$ cat config.mk
export PLATFORM = sky130hd
export DESIGN_NAME = wb_rr_arbiter
export DESIGN_NICKNAME = d
export VERILOG_FILES = /design/src/rtl/wb_rr_arbiter.sv
export SDC_FILE = /design/constraint.sdc
export NUM_CORES = 1
export LEC_CHECK = 0
export ABC_AREA = 1
export ABC_CLOCK_PERIOD_IN_PS = 1200
export BUFFER_PORTS_ARGS = -buffer_cell sky130_fd_sc_hd__buf_4
export CAP_MARGIN = 0
export CORE_AREA = 8 8 125 127
export CTS_CLUSTER_DIAMETER = 50
export DETAILED_ROUTE_END_ITERATION = 8
export DIE_AREA = 0 0 133 135
export HOLD_SLACK_MARGIN = 0.15
export MAX_ROUTING_LAYER = met4
export SLEW_MARGIN = 20
export SYNTH_ARGS = -nofsm -noshare
export SYNTH_HDL_FRONTEND = slang
export SYNTH_SLANG_ARGS = --single-unit
$ cat constraint.sdc
create_clock -name wb_clk_i -period 1.2 [get_ports wb_clk_i]
set_input_delay 0.12 -clock wb_clk_i [delete_from_list [all_inputs] [get_ports wb_clk_i]]
set_output_delay 0.12 -clock wb_clk_i [all_outputs]
set_load 0.05 [all_outputs]
$ cat src/rtl/wb_rr_arbiter.sv
// wb_rr_arbiter: round-robin Wishbone B4 arbiter that shares one slave port
// between NUM_MASTERS masters. A grant is held for the whole cyc assertion,
// so classic and cti/bte bursts pass through unbroken. Every grant is
// followed by at least one IDLE cycle. The priority pointer then moves to
// the master after the one just served.
//
// Ports
//   wb_clk_i, wb_rst_n_i   clock, asynchronous active-low reset
//   wbm_*_i                master requests, master i at slice [i*W +: W]
//   wbm_dat_o              slave read data replicated into every slice
//   wbm_ack/err/rty_o      responses, routed to the granted master only
//   wbs_*_o                request fields and cyc/stb of the granted master
//   wbs_*_i                slave response
//   grant_o                one-hot current grant, 0 when idle
//
// Optional feature: define WB_RR_ARBITER_TIMEOUT_EN to add a watchdog.
// The watchdog answers a slave that stalls for TIMEOUT strobed cycles with a
// single-cycle err. It then forces wbs_cyc_o low until the master releases
// cyc.
module wb_rr_arbiter #(
   parameter int NUM_MASTERS = 2,
   parameter int AW          = 32,
   parameter int DW          = 32,
   parameter int TIMEOUT     = 255
) (
   input  logic                        wb_clk_i,
   input  logic                        wb_rst_n_i,
   input  logic [NUM_MASTERS*AW-1:0]   wbm_adr_i,
   input  logic [NUM_MASTERS*DW-1:0]   wbm_dat_i,
   input  logic [NUM_MASTERS*DW/8-1:0] wbm_sel_i,
   input  logic [NUM_MASTERS-1:0]      wbm_we_i,
   input  logic [NUM_MASTERS-1:0]      wbm_cyc_i,
   input  logic [NUM_MASTERS-1:0]      wbm_stb_i,
   input  logic [NUM_MASTERS*3-1:0]    wbm_cti_i,
   input  logic [NUM_MASTERS*2-1:0]    wbm_bte_i,
   output logic [NUM_MASTERS*DW-1:0]   wbm_dat_o,
   output logic [NUM_MASTERS-1:0]      wbm_ack_o,
   output logic [NUM_MASTERS-1:0]      wbm_err_o,
   output logic [NUM_MASTERS-1:0]      wbm_rty_o,
   output logic [AW-1:0]               wbs_adr_o,
   output logic [DW-1:0]               wbs_dat_o,
   output logic [DW/8-1:0]             wbs_sel_o,
   output logic                        wbs_we_o,
   output logic                        wbs_cyc_o,
   output logic                        wbs_stb_o,
   output logic [2:0]                  wbs_cti_o,
   output logic [1:0]                  wbs_bte_o,
   input  logic [DW-1:0]               wbs_dat_i,
   input  logic                        wbs_ack_i,
   input  logic                        wbs_err_i,
   input  logic                        wbs_rty_i,
   output logic [NUM_MASTERS-1:0]      grant_o
);

   localparam int SW = DW / 8;
   localparam int PW = (NUM_MASTERS > 1) ? $clog2(NUM_MASTERS) : 1;

   typedef enum logic {IDLE, GRANT} state_t;

   state_t                 state_q, state_d;
   logic [NUM_MASTERS-1:0] grant_q, grant_d;
   logic [PW-1:0]          gidx_q, gidx_d;   // index of granted master, 0 when idle
   logic [PW-1:0]          ptr_q, ptr_d;     // round-robin priority pointer

   logic                   in_grant;
   logic                   cyc_g;
   logic                   stb_g;
   logic                   hung;             // watchdog fired, slave cut off
   logic                   to_fire;          // watchdog err pulse this cycle

   // Round-robin pick: first requester at or after ptr_q, wrapping.
   logic [PW-1:0]          win_idx;
   logic                   found;
   logic [PW:0]            cand;

   always_comb begin
      win_idx = '0;
      found   = 1'b0;
      cand    = '0;
      for (int k = 0; k < NUM_MASTERS; k++) begin
         cand = {1'b0, ptr_q} + (PW+1)'(k);
         if (cand >= (PW+1)'(NUM_MASTERS)) begin
            cand = cand - (PW+1)'(NUM_MASTERS);
         end
         if (!found && wbm_cyc_i[cand[PW-1:0]]) begin
            found   = 1'b1;
            win_idx = cand[PW-1:0];
         end
      end
   end

   assign in_grant = (state_q == GRANT);
   assign cyc_g    = wbm_cyc_i[gidx_q];
   assign stb_g    = wbm_stb_i[gidx_q];

   // Next-state logic
   always_comb begin
      state_d = state_q;
      grant_d = grant_q;
      gidx_d  = gidx_q;
      ptr_d   = ptr_q;
      case (state_q)
         IDLE: begin
            if (|wbm_cyc_i) begin
               state_d          = GRANT;
               gidx_d           = win_idx;
               grant_d          = '0;
               grant_d[win_idx] = 1'b1;
            end
         end
         GRANT: begin
            if (!cyc_g) begin
               state_d = IDLE;
               grant_d = '0;
               gidx_d  = '0;
               ptr_d   = (gidx_q == PW'(NUM_MASTERS-1)) ? '0 : gidx_q + 1'b1;
            end
         end
         default: state_d = IDLE;
      endcase
   end

   always_ff @(posedge wb_clk_i or negedge wb_rst_n_i) begin
      if (!wb_rst_n_i) begin
         state_q <= IDLE;
         grant_q <= '0;
         gidx_q  <= '0;
         ptr_q   <= '0;
      end else begin
         state_q <= state_d;
         grant_q <= grant_d;
         gidx_q  <= gidx_d;
         ptr_q   <= ptr_d;
      end
   end

`ifdef WB_RR_ARBITER_TIMEOUT_EN
   localparam int CW = $clog2(TIMEOUT + 1);

   logic [CW-1:0] cnt_q, cnt_d;
   logic          hung_q, hung_d;
   logic          stalled;

   assign stalled = wbs_stb_o & ~(wbs_ack_i | wbs_err_i | wbs_rty_i);
   // cnt_q holds the stalled cycles already elapsed, so the err lands in
   // the TIMEOUT-th stalled cycle itself.
   assign to_fire = in_grant & stalled & (cnt_q == CW'(TIMEOUT - 1));
   assign hung    = hung_q;

   always_comb begin
      cnt_d  = cnt_q;
      hung_d = hung_q | to_fire;
      if (state_d != GRANT || !in_grant) begin
         cnt_d  = '0;
         hung_d = 1'b0;
      end else if (wbs_ack_i | wbs_err_i | wbs_rty_i) begin
         cnt_d = '0;
      end else if (stalled) begin
         cnt_d = cnt_q + 1'b1;
      end
   end

   always_ff @(posedge wb_clk_i or negedge wb_rst_n_i) begin
      if (!wb_rst_n_i) begin
         cnt_q  <= '0;
         hung_q <= 1'b0;
      end else begin
         cnt_q  <= cnt_d;
         hung_q <= hung_d;
      end
   end
`else
   // No watchdog: a silent slave simply stalls the granted master.
   assign hung    = (TIMEOUT < 0);
   assign to_fire = 1'b0;
`endif

   // Request side: gidx_q is 0 when idle, so master 0 drives the fields.
   assign wbs_adr_o = wbm_adr_i[gidx_q*AW +: AW];
   assign wbs_dat_o = wbm_dat_i[gidx_q*DW +: DW];
   assign wbs_sel_o = wbm_sel_i[gidx_q*SW +: SW];
   assign wbs_cti_o = wbm_cti_i[gidx_q*3 +: 3];
   assign wbs_bte_o = wbm_bte_i[gidx_q*2 +: 2];
   assign wbs_we_o  = wbm_we_i[gidx_q];
   assign wbs_cyc_o = in_grant & cyc_g & ~hung;
   assign wbs_stb_o = wbs_cyc_o & stb_g;
   assign grant_o   = grant_q;

   // Response side
   generate
      for (genvar gi = 0; gi < NUM_MASTERS; gi++) begin : g_resp
         assign wbm_dat_o[gi*DW +: DW] = wbs_dat_i;
         assign wbm_ack_o[gi] = grant_q[gi] & wbs_ack_i & ~hung;
         assign wbm_err_o[gi] = grant_q[gi] & ((wbs_err_i & ~hung) | to_fire);
         assign wbm_rty_o[gi] = grant_q[gi] & wbs_rty_i & ~hung;
      end
   endgenerate

endmodule

==> impl_metrics.tcl <==
set metrics [dict create \
    max-slew-margin-rel 0.834 \
    rsz0062_at_grt "yes" \
    cts.sinks 4 \
    finalHoldViolations 0 \
    yosysTopAreaCell "nand2_1" \
    wl_per_cell_um 14.4 \
    synth_compound_area_frac 0.0118 \
    crit_path_end_kind "primary output" \
    mostFrequentLayoutCell "buf_4" \
    worst_pin_slew_ns 0.247 \
    antenna_found_initial 0 \
    syn_avg_cell_area_sq_um 4.90 \
    max_stage_delay_ns 0.44 \
    crit_chain "buf_4 > clkbuf_16 > nand2_1 > nand2_4 > buf_8" \
    status "finished with violations" \
    io_pins 337 \
    io_buffer_count 240 \
    grt_overflow 0 \
    core_sq_um 13600 \
    vdd_drop_max_mv 1.61 \
    grt_max_degree 36 \
    drt_iter0_drc 45 \
    crit_path_max_fanout 14 \
    postRouteAntennaNets 0 \
    fp.dieH_um 135 \
    cp.arrival_ns 1.34 \
    routed_wl_mm 10.1 \
    yosysTopAreaCellShare 0.534 \
    hpwl_mm 7.84 \
    clk_transition_reported_paths_ns 0.03 \
    synthMuxAreaShare 0 \
    clk_latency_ns 0.23 \
    globalRouteTotalUtil 0.102 \
    cp.required_ns 1.08 \
    h-tree-depth 1 \
    viasPerCell 3.70 \
    yosys_warnings 0 \
    fmax_ghz 0.684 \
    grt_pass1_vias 2784 \
    drv_cap 0 \
    die_w_um 133 \
    violations "setup timing" \
    firstDrtPassIters 6 \
    grt_pass1_wl_mm 14.5 \
    cts-root-buf "clkbuf_16" \
    synth_fa_ha_area_frac 0 \
    min_period_ns 1.46 \
    synth_seq_cells 4 \
    cts_made_buffers 3 \
    layout_common_cells "buf_4 (166), nand2_1 (137), nand2_4 (54), nand2_2 (50), buf_8 (45)" \
    syn_inst 346 \
    cts_max_path_buffers 2 \
    num_antenna_cells 0 \
    fin_util 0.329 \
    drive_gt1_frac 0.703 \
    place_congestion 0.751 \
    synth_top_family_by_area "simple AND/OR/NAND/NOR gates" \
    die-area_sq_um 18000 \
    final-max-slew-violation-count 0 \
    fin_hold_ws_ns 0.187 \
    layout.nets 716 \
    yosys-top-cells-area "nand2_1 (53%), buf_4 (29%), dfrtp_1 (5.9%), buf_6 (4.0%), inv_1 (2.2%)" \
    setup_viol 83 \
    fin_skew_ns 0.00549 \
    syn_nets 535 \
    ys_seq_area_frac 0.0591 \
    drcViolationCount 0 \
    synthXorXnorAreaFrac 0 \
    hold_path.class "in -> reg" \
    fin_crit_sh 1.22 \
    path_class "reg -> out" \
    cp_slowest_cell "dfrtp_2" \
    fin_ws_ns -0.262 \
    synth_area_sq_um 1690 \
    synth.distinct_cells 14 \
    area_growth_pct 164 \
    rows 43 \
    p_leak_uw 0.00242 \
    powerDensity_nw_per_um2 2970 \
    critPathLaunchType "flop" \
    synth-simple-area-share 0.546 \
    initial_core_util 0.124 \
    dr_total_vias 2612 \
    cts_tree "built" \
]
-- stage by stage --
step           instances  instance area [sq um]  power (uW)  setup TNS (ns)  setup WS (ns)
3_3_place_gp         693                   3680       10400           -1.92        -0.0947
3_5_place_dp         693                   3680       10400           -2.39         -0.103
5_1_grt              706                   4480       14000          -22.90         -0.321
2_1_floorplan        346                   2140        8140         -0.0577        -0.0448
4_1_cts              705                   4400       13200          -19.88         -0.281
6_report             706                   4480       13300          -18.13         -0.262
-- final timing paths --
check,startpoint,to,slack (ns),depth (start not counted)
max in group asynchronous,wb_rst_n_i,grant_o[1],0.86,2
setup / recovery,grant_o[1],wbs_dat_o[29],-0.26,5
min in group asynchronous,wb_rst_n_i,ptr_q,0.23,2
hold reg to reg,ptr_q,ptr_q,0.53,2
hold / removal,wbm_cyc_i[0],in_grant,0.19,3
setup reg to reg,grant_o[1],grant_o[0],-0.09,9
-- sequential cells by signal (all words and copies together) (netlist names) --
signal	flops
ptr_q	1
in_grant	1
grant_o	2
-- area by class of cell --
cell class	count	area (sq um)
fillers	1405	9130
repair buffers	258	2530
multi-input cells	249	1500
well taps	180	225
flip-flops and latches	4	101
clock buffers	4	78.8
inverters	11	46.3
-- repair_timing --
item	in CTS	in global routing
cloned	2	2
buffers inserted	5	2
resized for setup	142	28
hold endpoints to repair	4	0
pin swaps	1	2
hold buffers	1	0
setup endpoints to repair	80	84
-- logic make-up (layout without fill, tap and decap cells) --
family | Yosys count | in the layout
compound gates | 4 | 4
buf+inv | 93 | 273
flops | 4 | 4
simple gates | 245 | 245
-- synth_stat cells (all sizes together) --
library cell    n
a21oi           1
nand2         241
or2             1
nand3           2
buf            78
inv            11
nor2            1
clkbuf          4
o21ai           3
dfrtp           4
-- critical path, delay by kind of cell (launching register included) --
kind	cells	cell delay, ns
simple gates	2	0.17
buf+inv	3	0.50
flops	1	0.44
-- power by group --
part	switching, uW	leakage, uW	internal [uW]
Clock	99.8	0.0000382	439
Sequential	104	0.0000472	209
Combinational	7690	0.00233	4770
Total	7900	0.00242	5410
-- routing by layer --
| metal | routed length (um) | vias to the layer above | track usage |
|---|---|---|---|
| li1 | - | 1313 | - |
| met1 | 3780 | 1103 | 0.106 |
| met2 | 5190 | 175 | 0.177 |
| met3 | 977 | 21 | 0.0420 |
| met4 | 187 | 0 | 0.0271 |
| met5 | 0 | - | - |
No activity file was read; power rests on OpenSTA's default activity.
